<file path="src/rtl/addsub_reg.sv">
// Registered two's-complement adder/subtractor built on a ripple-carry chain.
// Result and status flags appear one cycle after the operands are accepted.
module addsub_fa (
  input  logic a_i,
  input  logic b_i,
  input  logic c_i,
  output logic s_o,
  output logic c_o
);
  logic p;

  assign p   = a_i ^ b_i;
  assign s_o = p ^ c_i;
  assign c_o = (a_i & b_i) | (c_i & p);
endmodule

module addsub_reg #(
  parameter int WIDTH = 8
) (
  input  logic             clk,
  input  logic             rst,
  input  logic             in_valid,
  input  logic [WIDTH-1:0] x,
  input  logic [WIDTH-1:0] y,
  input  logic             c_in,
  output logic             out_valid,
  output logic [WIDTH-1:0] s,
  output logic             c_out,
  output logic             ovf,
  output logic             zero,
  output logic             neg
);
  logic [WIDTH-1:0] yb;
  logic [WIDTH-1:0] sum;
  logic [WIDTH:0]   c;

  logic             valid_d, valid_q;
  logic [WIDTH-1:0] s_d, s_q;
  logic             cout_d, cout_q;
  logic             ovf_d, ovf_q;
  logic             zero_d, zero_q;
  logic             neg_d, neg_q;

  // Subtract inverts y and injects the +1 through the carry-in.
  assign yb   = y ^ {WIDTH{c_in}};
  assign c[0] = c_in;

  for (genvar i = 0; i < WIDTH; i++) begin : g_fa
    addsub_fa u_fa (
      .a_i (x[i]),
      .b_i (yb[i]),
      .c_i (c[i]),
      .s_o (sum[i]),
      .c_o (c[i+1])
    );
  end

  always_comb begin
    valid_d = in_valid;
    s_d     = s_q;
    cout_d  = cout_q;
    ovf_d   = ovf_q;
    zero_d  = zero_q;
    neg_d   = neg_q;
    if (in_valid) begin
      s_d    = sum;
      cout_d = c[WIDTH];
      ovf_d  = c[WIDTH] ^ c[WIDTH-1];
      zero_d = ~|sum;
      neg_d  = sum[WIDTH-1];
    end
  end

  always_ff @(posedge clk or posedge rst) begin
    if (rst) begin
      valid_q <= 1'b0;
      s_q     <= '0;
      cout_q  <= 1'b0;
      ovf_q   <= 1'b0;
      zero_q  <= 1'b0;
      neg_q   <= 1'b0;
    end else begin
      valid_q <= valid_d;
      s_q     <= s_d;
      cout_q  <= cout_d;
      ovf_q   <= ovf_d;
      zero_q  <= zero_d;
      neg_q   <= neg_d;
    end
  end

  assign out_valid = valid_q;
  assign s         = s_q;
  assign c_out     = cout_q;
  assign ovf       = ovf_q;
  assign zero      = zero_q;
  assign neg       = neg_q;
endmodule

</file>
<file path="config.mk">
export PLATFORM = sky130hd
export DESIGN_NAME = addsub_reg
export DESIGN_NICKNAME = d
export VERILOG_FILES = /design/src/rtl/addsub_reg.sv
export SDC_FILE = /design/constraint.sdc
export NUM_CORES = 1
export LEC_CHECK = 0
export ABC_AREA = 1
export CAP_MARGIN = 20
export CORE_ASPECT_RATIO = 1.1
export CORE_MARGIN = 2
export CORE_UTILIZATION = 35
export CTS_CLUSTER_DIAMETER = 60
export DETAILED_ROUTE_END_ITERATION = 10
export PLACE_DENSITY = 0.71
export SYNTH_ARGS = -nofsm -noshare
export SYNTH_HDL_FRONTEND = slang
export SYNTH_HIERARCHICAL = 1
export SYNTH_SLANG_ARGS = --single-unit
</file>
<file path="constraint.sdc">
create_clock -name clk -period 0.8 [get_ports clk]
set_input_delay 0.16 -clock clk [delete_from_list [all_inputs] [get_ports clk]]
set_output_delay 0.16 -clock clk [all_outputs]
set_load 0.05 [all_outputs]
</file>
# [Yosys cells after proc, flatten, opt, wreduce, memory -nomap -nowiden]
# Index checks and enable logic that the tools add are counted.
[totals] reg_bits=13 inputBits=20 out_inout_bits=13 elab_cells=50
[op_classes] bitwise_logic=42 reduce_logical=2
[op_table] cell="1-bit XOR" count=17
[op_table] cell="1-bit AND" count=16
[op_table] cell="1-bit OR" count=8
[op_table] cell="8-bit OR reduction" count=1
[op_table] cell="8-bit XOR" count=1
[op_table] cell="1-bit zero test" count=1

# [Longest topological paths before layout]
[depth] ltp_word=19 mapped_depth=15 ltp_nobuf=14

# [Hierarchy]
# The synthesis kept the hierarchy.
[by_module_without_submodules] module="addsub_reg" n_inst=1 cells_per_inst=64 area_each_um2=566.8 seq_area_each_um2=300.3
[by_module_without_submodules] module="addsub_fa" n_inst=8 cells_per_inst=1 area_each_um2=20.0 seq_area_each_um2=0.0

# [Worst setup path after synthesis]
# No wires, ideal clock.
[synth_path] path_kind="input-to-reg" from="in c_in" to="reg zero_q, in the netlist zero" setup_ns=0.118 arrival_ns=3.895 required_time_ns=0.682 slack_ns=-3.213 cell_stages=15 cell_sequence="buf_4 xor2_1 fa_1 fa_1 fa_1 fa_1 fa_1 fa_1 fa_1 fa_1 inv_1 nand2_1 nor2_1 nand2_1 nand2_1"
[synth_via] elab_chain_len=19
[synth_rtl] element="from (decl)" line_no="25" source="input logic c_in,"
[synth_rtl] element="8-bit XOR *" line_no="45" source="assign yb = y ^ {WIDTH{c_in}};"
[synth_rtl] element="net yb[0]" line_no="33" source="logic [WIDTH-1:0] yb;"
[synth_rtl] element="1-bit XOR" line_no="12" source="assign p = a_i ^ b_i;"
[synth_rtl] element="1-bit AND" line_no="14" source="assign c_o = (a_i & b_i) | (c_i & p);"
[synth_rtl] element="1-bit OR *" line_no="14"
[synth_rtl] element="net c[1]" line_no="35" source="logic [WIDTH:0] c;"
[synth_rtl] element="1-bit AND *" line_no="14"
[synth_rtl] element="1-bit OR *" line_no="14"
[synth_rtl] element="net c[2]" line_no="35"
[synth_rtl] element="[... 2 more ...]"
[synth_rtl] element="net c[3]" line_no="35"
[synth_rtl] element="[... 2 more ...]"
[synth_rtl] element="net c[4]" line_no="35"
[synth_rtl] element="[... 2 more ...]"
[synth_rtl] element="net c[5]" line_no="35"
[synth_rtl] element="[... 2 more ...]"
[synth_rtl] element="net c[6]" line_no="35"
[synth_rtl] element="1-bit AND *" line_no="14"
[synth_rtl] element="1-bit OR *" line_no="14"
[synth_rtl] element="net c[7]" line_no="35"
[synth_rtl] element="1-bit XOR *" line_no="13" source="assign s_o = p ^ c_i;"
[synth_rtl] element="net sum[7]" line_no="34" source="logic [WIDTH-1:0] sum;"
[synth_rtl] element="8-bit OR reduction *" line_no="69" source="zero_d = ~|sum;"
[synth_rtl] element="1-bit zero test *" line_no="69"
[synth_rtl] element="to (signal assigned)" line_no="87" source="zero_q <= zero_d;"
[synth_rtl] element="to (decl)" line_no="41" source="logic zero_d, zero_q;"
# The timed path passes the listed nets; every way through them passes the cells marked *.
# A chain may end at the register's enable or synchronous reset.

# [Final worst setup path]
# Same ends and word-level chain as after synthesis.

==> results.json <==
{
  "critPathMaxFanout": 2,
  "area_delta_synth_final_pct": 87.78,
  "startpoint_type": "input pin",
  "ys_ff_latch": 12,
  "p_seq_frac": 0.279,
  "grt_pass1_wl_microns": 2283,
  "p_int_uw": 1906,
  "ys_seq_area_frac": 0.4131,
  "cts_max_path_buffers": 2,
  "power_switching_uw": 1195,
  "timing_worst_setup_path_type": "in -> reg",
  "ir_drop_v": 0.001322,
  "hold_viol_final": 0,
  "diodes": 0,
  "p_clk_frac": 0.158,
  "slew_headroom": 0.8356,
  "drt_iter0_drc": 6,
  "syn_inst": 72,
  "status": "finished, violations left",
  "power.density_nw_per_um2": 2272,
  "r2r-end": "s[4]$_DFFE_PP0P_",
  "wl_per_cell_microns": 9.593,
  "syn_avg_cell_area_sq_um": 10.10,
  "ant_nets": 0,
  "grt_max_degree": 17,
  "gr-usage-all-layers": 0.1371,
  "whs_ns": 0.1741,
  "globalplace.congestion": 0.7175,
  "worstPathCellList": "buf_8, xor2_2, fa_2, fa_2, fa_2, fa_2, fa_2, fa_2, fa_2, fa_2, inv_2, nand2_2, nor2_1, nand2_1, nand2_1",
  "timing.setup.tns_ns": -20.96,
  "fmax_ghz": 0.2899,
  "fin_worst_skew_ns": 0,
  "worst-path-buf-inv": 2,
  "die_w_microns": 47.46,
  "r2r_setup_slack_ns": 0.01,
  "min_period_over_period": 4.311,
  "postCtsHoldBufs": 0,
  "cts_buffers": 3,
  "fp.dieH_microns": 51.80,
  "violations": "negative setup slack",
  "slowest_delay_ns": 0.54,
  "arrival_ns": 3.63,
  "port_buffers": 32,
  "rsz0062_at_grt": "yes",
  "h-tree-depth": 1,
  "setup_slack_ns": -2.649,
  "synth_area_sq_um": 726.9,
  "layout_min_cycle_time_ns": 3.449,
  "vias": 605,
  "rows": 17,
  "insertion_delay_ns": 0.28,
  "ys_warn_count": 6,
  "grt_pass1_vias": 596,
  "first_pass_iters": 4,
  "antenna_found_initial": 0,
  "place_area_sq_um": 1265,
  "cp_slowest_cell": "fa_2",
  "wirelength_microns": 1391,
  "power_uw": 3102,
  "p_leak_uw": 0.0006270,
  "drive_gt1_frac": 0.4188,
  "critical_path.top_delay_family": "adder cells",
  "drc": 0,
  "cts-root-buf": "clkbuf_4",
  "slew_viol_final": 0,
  "die-area_sq_um": 2458,
  "cts_tree": "yes",
  "cpMostUsedCell": "fa_2",
  "yosys.area.top_type_share": 0.4131,
  "start_util": 0.3675,
  "pwr-share-comb": 0.563,
  "ioPinCount": 33,
  "r2r-start": "s[4]$_DFFE_PP0P_",
  "synth_area_leaders": "dfrtp_1, fa_1, nand2_1",
  "fin_area_sq_um": 1365,
  "hold_path.class": "in -> async",
  "path_clk_slew_ns": 0.08,
  "required_ns": 0.98,
  "gr-total-overflow": 0,
  "endpoint_kind": "flip-flop",
  "rr_worst_depth": 3,
  "cts.sinks": 12,
  "core_area_sq_um": 1978,
  "dp_hpwl_microns": 1211,
  "worst_slew_pin_slew_ns": 0.2462,
  "syn-num-nets": 100,
  "ys_types": 12,
  "final_nets": 146,
  "vias_per_cell": 4.172,
  "yosysTopAreaCell": "dfrtp_1",
  "setup_viol": 24,
  "switching_share": 0.3853,
  "maxCapViolations": 0
}
metal layers:
metal / up-vias / part of all wire / wire length, microns / global-route usage
met3: 4 / 0.056 / 78 / 0.01042
met1: 272 / 0.37 / 510 / 0.1412
met2: 27 / 0.55 / 762 / 0.2455
met4: 0 / 0.028 / 39 / 0.09722
li1: 302 / - / - / -
met5: - / 0 / 0 / 0
synthesized netlist by cell type:
cell type	instances
nand2_1	22
dfrtp_1	12
fa_1	8
xor2_1	8
inv_1	7
o21ai_1	6
nor2_1	3
buf_4	2
buf_6	1
inv_2	1
o21a_1	1
xnor2_1	1
metrics by stage:
step,worst slack [ns],util,instances
after floorplan,-2.967,-,72
after CTS,-2.653,0.6736,141
after detailed placement,-3.425,0.6395,134
final,-2.649,0.6901,145
after global placement,-3.398,0.6395,134
after global routing,-2.727,0.6901,145
state kept, by name (all words and copies together) (netlist names):
register   count
c_out          1
ovf            1
zero           1
s              8
out_valid      1
timing repair:
| action | 4_1_cts | 5_1_grt |
|---|---|---|
| setup endpoints to repair | 24 | 24 |
| setup buffers | 3 | 4 |
| pin swaps | 7 | 0 |
| resized for setup | 21 | 1 |
logic make-up after synthesis:
family | Yosys count | share of synthesized area
buffers and inverters | 11 | 0.07745
adder cells (fa/ha/maj) | 8 | 0.2203
AO/OA/AOI/OAI | 7 | 0.05164
XOR/XNOR | 9 | 0.1084
flip-flops | 12 | 0.4131
AND/OR/NAND/NOR | 25 | 0.1291
worst max path at each step:
stage | start | endpoint | cells after the start
final | c_in | zero$_DFFE_PP0P_ | 15
after global routing | c_in | zero$_DFFE_PP0P_ | 15
after CTS | c_in | zero$_DFFE_PP0P_ | 15
after detailed placement | c_in | zero$_DFFE_PP0P_ | 15
after global placement | c_in | zero$_DFFE_PP0P_ | 15
after floorplan | c_in | zero$_DFFE_PP0P_ | 15
layout by cell type (no fill, tap or decap), drive strengths merged:
cell type,count
dlygate4sd2,2
dfrtp,12
o21ai,6
xor2,8
nor2,3
buf,27
clkbuf,4
xnor2,1
inv,8
clkdlybuf4s50,15
nand2,22
fa,8
o21a,1
power by group through the flow:
stage / clock, uW / combinational, uW / sequential (uW)
final: 489 / 1750 / 866
after global routing: 521 / 1860 / 882
after CTS: 495 / 1690 / 871
after detailed placement: 0 / 1620 / 884
after global placement: 0 / 1610 / 880
after floorplan: 0 / 461 / 1230
worst register-to-register path, cell delays in order (launching register included):
cell and delay (ns):
dfrtp_1 0.41, buf_4 0.14, nand2_1 0.07, o21ai_2 0.05
cell type report:
type,instances,area [sq um]
repair buffers,44,558.0
well taps,28,35.03
fillers,150,613.1
clock buffers,4,36.28
multi-input cells,49,404.1
flip-flops and latches,12,301.5
inverters,8,30.03
No activity file was read; power rests on OpenSTA's default activity.
